[config.mk]
export PLATFORM = sky130hd
export DESIGN_NAME = tt_input_conditioner
export DESIGN_NICKNAME = d
export VERILOG_FILES = /design/src/rtl/tt_input_conditioner.sv
export SDC_FILE = /design/constraint.sdc
export NUM_CORES = 1
export LEC_CHECK = 0
export ABC_AREA = 1
export CAP_MARGIN = 15
export CORE_ASPECT_RATIO = 2
export CORE_MARGIN = 2
export CORE_UTILIZATION = 51
export CTS_BUF_LIST = sky130_fd_sc_hd__clkbuf_4 sky130_fd_sc_hd__clkbuf_8
export DETAILED_ROUTE_END_ITERATION = 10
export PLACE_DENSITY = 0.79
export SYNTH_ARGS = -nofsm -noshare
export SYNTH_HDL_FRONTEND = slang
export SYNTH_SLANG_ARGS = --single-unit
[constraint.sdc]
create_clock -name clk -period 1.5 [get_ports clk]
set_clock_uncertainty 0.1 [all_clocks]
set_input_delay 0.15 -clock clk [delete_from_list [all_inputs] [get_ports clk]]
set_output_delay 0.15 -clock clk [all_outputs]
set_load 0.01 [all_outputs]
[src/rtl/tt_input_conditioner.sv]
// Multi-channel pin conditioner: synchroniser, inversion, debounce, edge pulses, event counter.
// Optional sticky aborted-transition log enabled by defining IC_GLITCH_LOG_EN.

module ic_lane #(
    parameter int SYNC_STAGES   = 2,
    parameter int DEBOUNCE_BITS = 4
) (
    input  logic clk,
    input  logic rst_n,
    input  logic ena,
    input  logic din,
    input  logic invert,
`ifdef IC_GLITCH_LOG_EN
    input  logic clr,
    output logic glitch,
`endif
    output logic level,
    output logic rise,
    output logic fall
);
    localparam int MAX = (1 << DEBOUNCE_BITS) - 1;
    localparam logic [DEBOUNCE_BITS-1:0] CNT_LAST = DEBOUNCE_BITS'(MAX - 1);

    logic [SYNC_STAGES-1:0]   sync_q;
    logic [DEBOUNCE_BITS-1:0] cnt;
    logic                     s;
    logic                     rise_q;
    logic                     fall_q;

    assign s = sync_q[SYNC_STAGES-1] ^ invert;

    always_ff @(posedge clk) begin
        if (!rst_n) begin
            sync_q <= '0;
            cnt    <= '0;
            level  <= 1'b0;
            rise_q <= 1'b0;
            fall_q <= 1'b0;
        end else if (ena) begin
            sync_q <= {sync_q[SYNC_STAGES-2:0], din};
            rise_q <= 1'b0;
            fall_q <= 1'b0;
            if (s == level) begin
                cnt <= '0;
            end else if (cnt == CNT_LAST) begin
                // MAX-th consecutive mismatch: commit the new level
                level  <= s;
                cnt    <= '0;
                rise_q <= s;
                fall_q <= ~s;
            end else begin
                cnt <= cnt + 1'b1;
            end
        end else begin
            rise_q <= 1'b0;
            fall_q <= 1'b0;
        end
    end

    assign rise = rise_q & ena;
    assign fall = fall_q & ena;

`ifdef IC_GLITCH_LOG_EN
    logic glitch_q;

    // set wins over clear so an abort in the clearing cycle is not lost
    always_ff @(posedge clk) begin
        if (!rst_n) begin
            glitch_q <= 1'b0;
        end else if (ena) begin
            if (s == level && cnt != '0) glitch_q <= 1'b1;
            else if (clr)                glitch_q <= 1'b0;
        end
    end

    assign glitch = glitch_q;
`endif
endmodule

module tt_input_conditioner #(
    parameter int WIDTH         = 8,
    parameter int SYNC_STAGES   = 2,
    parameter int DEBOUNCE_BITS = 4,
    localparam int SEL_W        = (WIDTH > 1) ? $clog2(WIDTH) : 1
) (
    input  logic             clk,
    input  logic             rst_n,
    input  logic             ena,
    input  logic [WIDTH-1:0] din,
    input  logic [WIDTH-1:0] invert_mask,
    input  logic [SEL_W-1:0] cnt_sel,
    input  logic             cnt_clr,
    output logic [WIDTH-1:0] dout,
    output logic [WIDTH-1:0] rise,
    output logic [WIDTH-1:0] fall,
    output logic [7:0]       evt_cnt,
    output logic [WIDTH-1:0] glitch
);
    logic [2**SEL_W-1:0] rise_ext;

    ic_lane #(
        .SYNC_STAGES  (SYNC_STAGES),
        .DEBOUNCE_BITS(DEBOUNCE_BITS)
    ) u_lane [WIDTH-1:0] (
        .clk    (clk),
        .rst_n  (rst_n),
        .ena    (ena),
        .din    (din),
        .invert (invert_mask),
`ifdef IC_GLITCH_LOG_EN
        .clr    (cnt_clr),
        .glitch (glitch),
`endif
        .level  (dout),
        .rise   (rise),
        .fall   (fall)
    );

`ifndef IC_GLITCH_LOG_EN
    assign glitch = '0;
`endif

    // zero-padded so selects beyond WIDTH never count
    always_comb begin
        rise_ext             = '0;
        rise_ext[WIDTH-1:0]  = rise;
    end

    always_ff @(posedge clk) begin
        if (!rst_n) begin
            evt_cnt <= '0;
        end else if (ena) begin
            if (cnt_clr)
                evt_cnt <= '0;
            else if (rise_ext[cnt_sel] && evt_cnt != 8'hFF)
                evt_cnt <= evt_cnt + 8'd1;
        end
    end
endmodule

==> impl_metrics.tcl <==
set metrics [dict create \
    run_status "finished with violations" \
    violations "negative setup slack" \
    cp-start-kind "flop" \
    grt_max_degree 45 \
    worstSkewPairLatency_ns 0.36 \
    hold_viol 0 \
    path_clk_slew_ns 0.08 \
    drt_iter0_markers 117 \
    place.gp.congestion 0.860 \
    grt_use_total_pct 22.0 \
    portBuffers 54 \
    yosysTopAreaCell "dfxtp_1" \
    root_buffer "clkbuf_8" \
    place_ws_ns -0.355 \
    setup.worst_path.end_class "flop" \
    cts_max_level 3 \
    max_stage_delay_ns 0.36 \
    syn_inst 577 \
    hp-class "input port to flop" \
    dp_hpwl_mm 6.62 \
    rsz0062_at_grt "true" \
    cts_tree "built" \
    synthArstFlopShare_pct 0 \
    fin_ws_ns -0.0313 \
    postLayoutCoreUtil_pct 66.1 \
    path_common_cell "nand2_4" \
    routed_via_density 5.04 \
    rr_startpoint "evt_cnt[0]" \
    area_delta_synth_final_pct 26.0 \
    drc 0 \
    ant_nets 0 \
    period_share_pct 102 \
    synth-edff-count 0 \
    synth_area_per_cell_sq_um 7.22 \
    tns_ns -0.0363 \
    wl_per_cell_um 13.1 \
    p_total_uw 4520 \
    critical_path_class "flop to flop" \
    io_pins 63 \
    synthDistinctLibCells 30 \
    worstPathArrival_ns 1.72 \
    numCtsBuffers 9 \
    power.density_nw_per_um2 861 \
    synth_area_leaders "dfxtp_1 (38%), nand2_1 (8.4%), inv_1 (7.9%)" \
    die_area_sq_um 8950 \
    ys_warn_count 0 \
    setup_viol 2 \
    overflow 0 \
    finalWirelength_mm 9.65 \
    path_buf_inv 0 \
    num_vias 3723 \
    synth.top_cell.area_share_pct 38.4 \
    fin_hold_ws_ns 0.238 \
    period_minus_slack_ns 1.53 \
    drt_first_pass_iters 4 \
    drive_above_1_share_pct 18.4 \
    grt_pass1_wl_mm 15.3 \
    hp-start "ena" \
    drv_cap 0 \
    cp_max_fo 7 \
    drv_slew 0 \
    cp_top_family "simple AND/OR/NAND/NOR gates" \
    start_util_pct 52.5 \
    syn-cell-area_sq_um 4170 \
    leakage_uw 0.00267 \
    required_ns 1.69 \
    die_w_um 67.9 \
    grt_pass1_vias 3640 \
    seq_area_frac_synth_pct 38.4 \
    ir_drop_v 0.000616 \
    die_h_um 132 \
    cp-startpoint "evt_cnt[0]" \
    synth_top_flop_cell "dfxtp_1" \
    ctsLongestPathBuffers 2 \
    rows 46 \
    hold_buffers 0 \
    antenna_found_initial 0 \
    n_antenna_cell 0 \
    yosys_register_bits 80 \
    cp_slowest_cell "dfxtp_4" \
    fin_nets 677 \
    worstPathCellList "ha_4 > nand3_4 > nor2_4 > nand4_1 > nand3_2 > nand2_4 > nand2_4 > nand2_2 > a21oi_2" \
    fmax_mhz 653 \
    cts.sinks 80 \
    fp.coreArea_sq_um 7940 \
]
==> where the power goes <==
group / switching, uW / total [uW] / internal [uW]
registers: 56.1 / 2250 / 2190
logic: 354 / 651 / 297
clock network: 752 / 1620 / 868
total: 1160 / 4520 / 3360
==> flip-flops by register name, summed over array words and instances (netlist names) <==
signal / count
evt_cnt: 8
u_lane.cnt: 32
u_lane.fall_q: 8
u_lane.level: 8
u_lane.rise_q: 8
u_lane.sync_q: 16
==> through the flow <==
stage	cell area (sq um)	cells
final	5250	738
after global routing	5250	738
after CTS	5080	736
after detailed placement	4850	719
after global placement	4850	719
after floorplan	4210	584
==> path summary, 6_finish.rpt <==
path | end | slack [ns] | depth (start not counted)
hold reg to reg | u_lane[4].sync_q[1] | 0.39 | 2
setup reg to reg | evt_cnt[5] | -0.03 | 9
setup / recovery | evt_cnt[5] | -0.03 | 9
hold / removal | evt_cnt[6] | 0.24 | 4
==> per-layer routing <==
layer	vias up	routed length (um)	track usage (%)
li1	1880	-	-
met1	1727	3600	21.4
met2	85	5080	38.9
met3	31	364	4.78
met4	0	592	14.9
met5	-	0	0
==> cell families (layout without fill, tap and decap cells) <==
| group | after synthesis | after routing | synth area share [%] |
|---|---|---|---|
| adders and majority gates | 17 | 17 | 5.10 |
| buffers and inverters | 141 | 198 | 16.3 |
| AOI/OAI and AO/OA | 87 | 87 | 12.2 |
| xor gates and xnor gates | 22 | 22 | 4.62 |
| DFF | 80 | 80 | 38.4 |
| and+or+nand+nor | 229 | 230 | 23.3 |
| other | 1 | 8 | 0.0900 |
==> worst reg2reg max path, delay by kind of cell (launching register included) <==
family / cells / cell delay (ns)
AOI/OAI and AO/OA: 1 / 0.13
adders and majority gates: 1 / 0.14
DFF: 1 / 0.36
and+or+nand+nor: 7 / 0.72
==> repair_timing <==
action                     4_1_cts  5_1_grt
setup buffers                    0        3
gates cloned                     1        0
pin swaps                        2       14
resized for setup               47       41
setup endpoints to repair       41       44
==> final cells by class <==
class | count | area (sq um)
clock buffer | 13 | 160
clock inverter | 3 | 42.5
fill | 653 | 2690
inverter | 89 | 334
multi-input combinational | 364 | 2130
sequential | 80 | 1620
tap | 96 | 120
timing repair buffer | 93 | 838
==> cell usage after synthesis, types with 5 or more instances <==
cell       n
xor2_1    15
clkbuf_1   7
nand3_2    5
buf_2      6
o31ai_1    7
nand2_1   93
nand3_1   48
inv_1     88
xnor2_1    7
o21ai_0   35
a21oi_1   27
ha_1      17
nor2_1    77
o21a_1     8
dfxtp_1   80
buf_4     33
==> layout by cell type (no fill, tap or decap), drive strengths merged, types with 2 or more instances in the layout <==
cell and instances:
xor2 15, o211ai 2, dfxtp 80, a21oi 31, dlygate4sd2 32, o21a 8
o21ai 35, clkdlybuf4s50 21, conb 8, ha 17, inv 88, or2 2
xnor2 7, a2bb2oi 3, buf 40, o31ai 7, clkinv 2, clkbuf 13
nor2 77, nand2 96, nand3 53
Power figures use the tool's default switching activity.
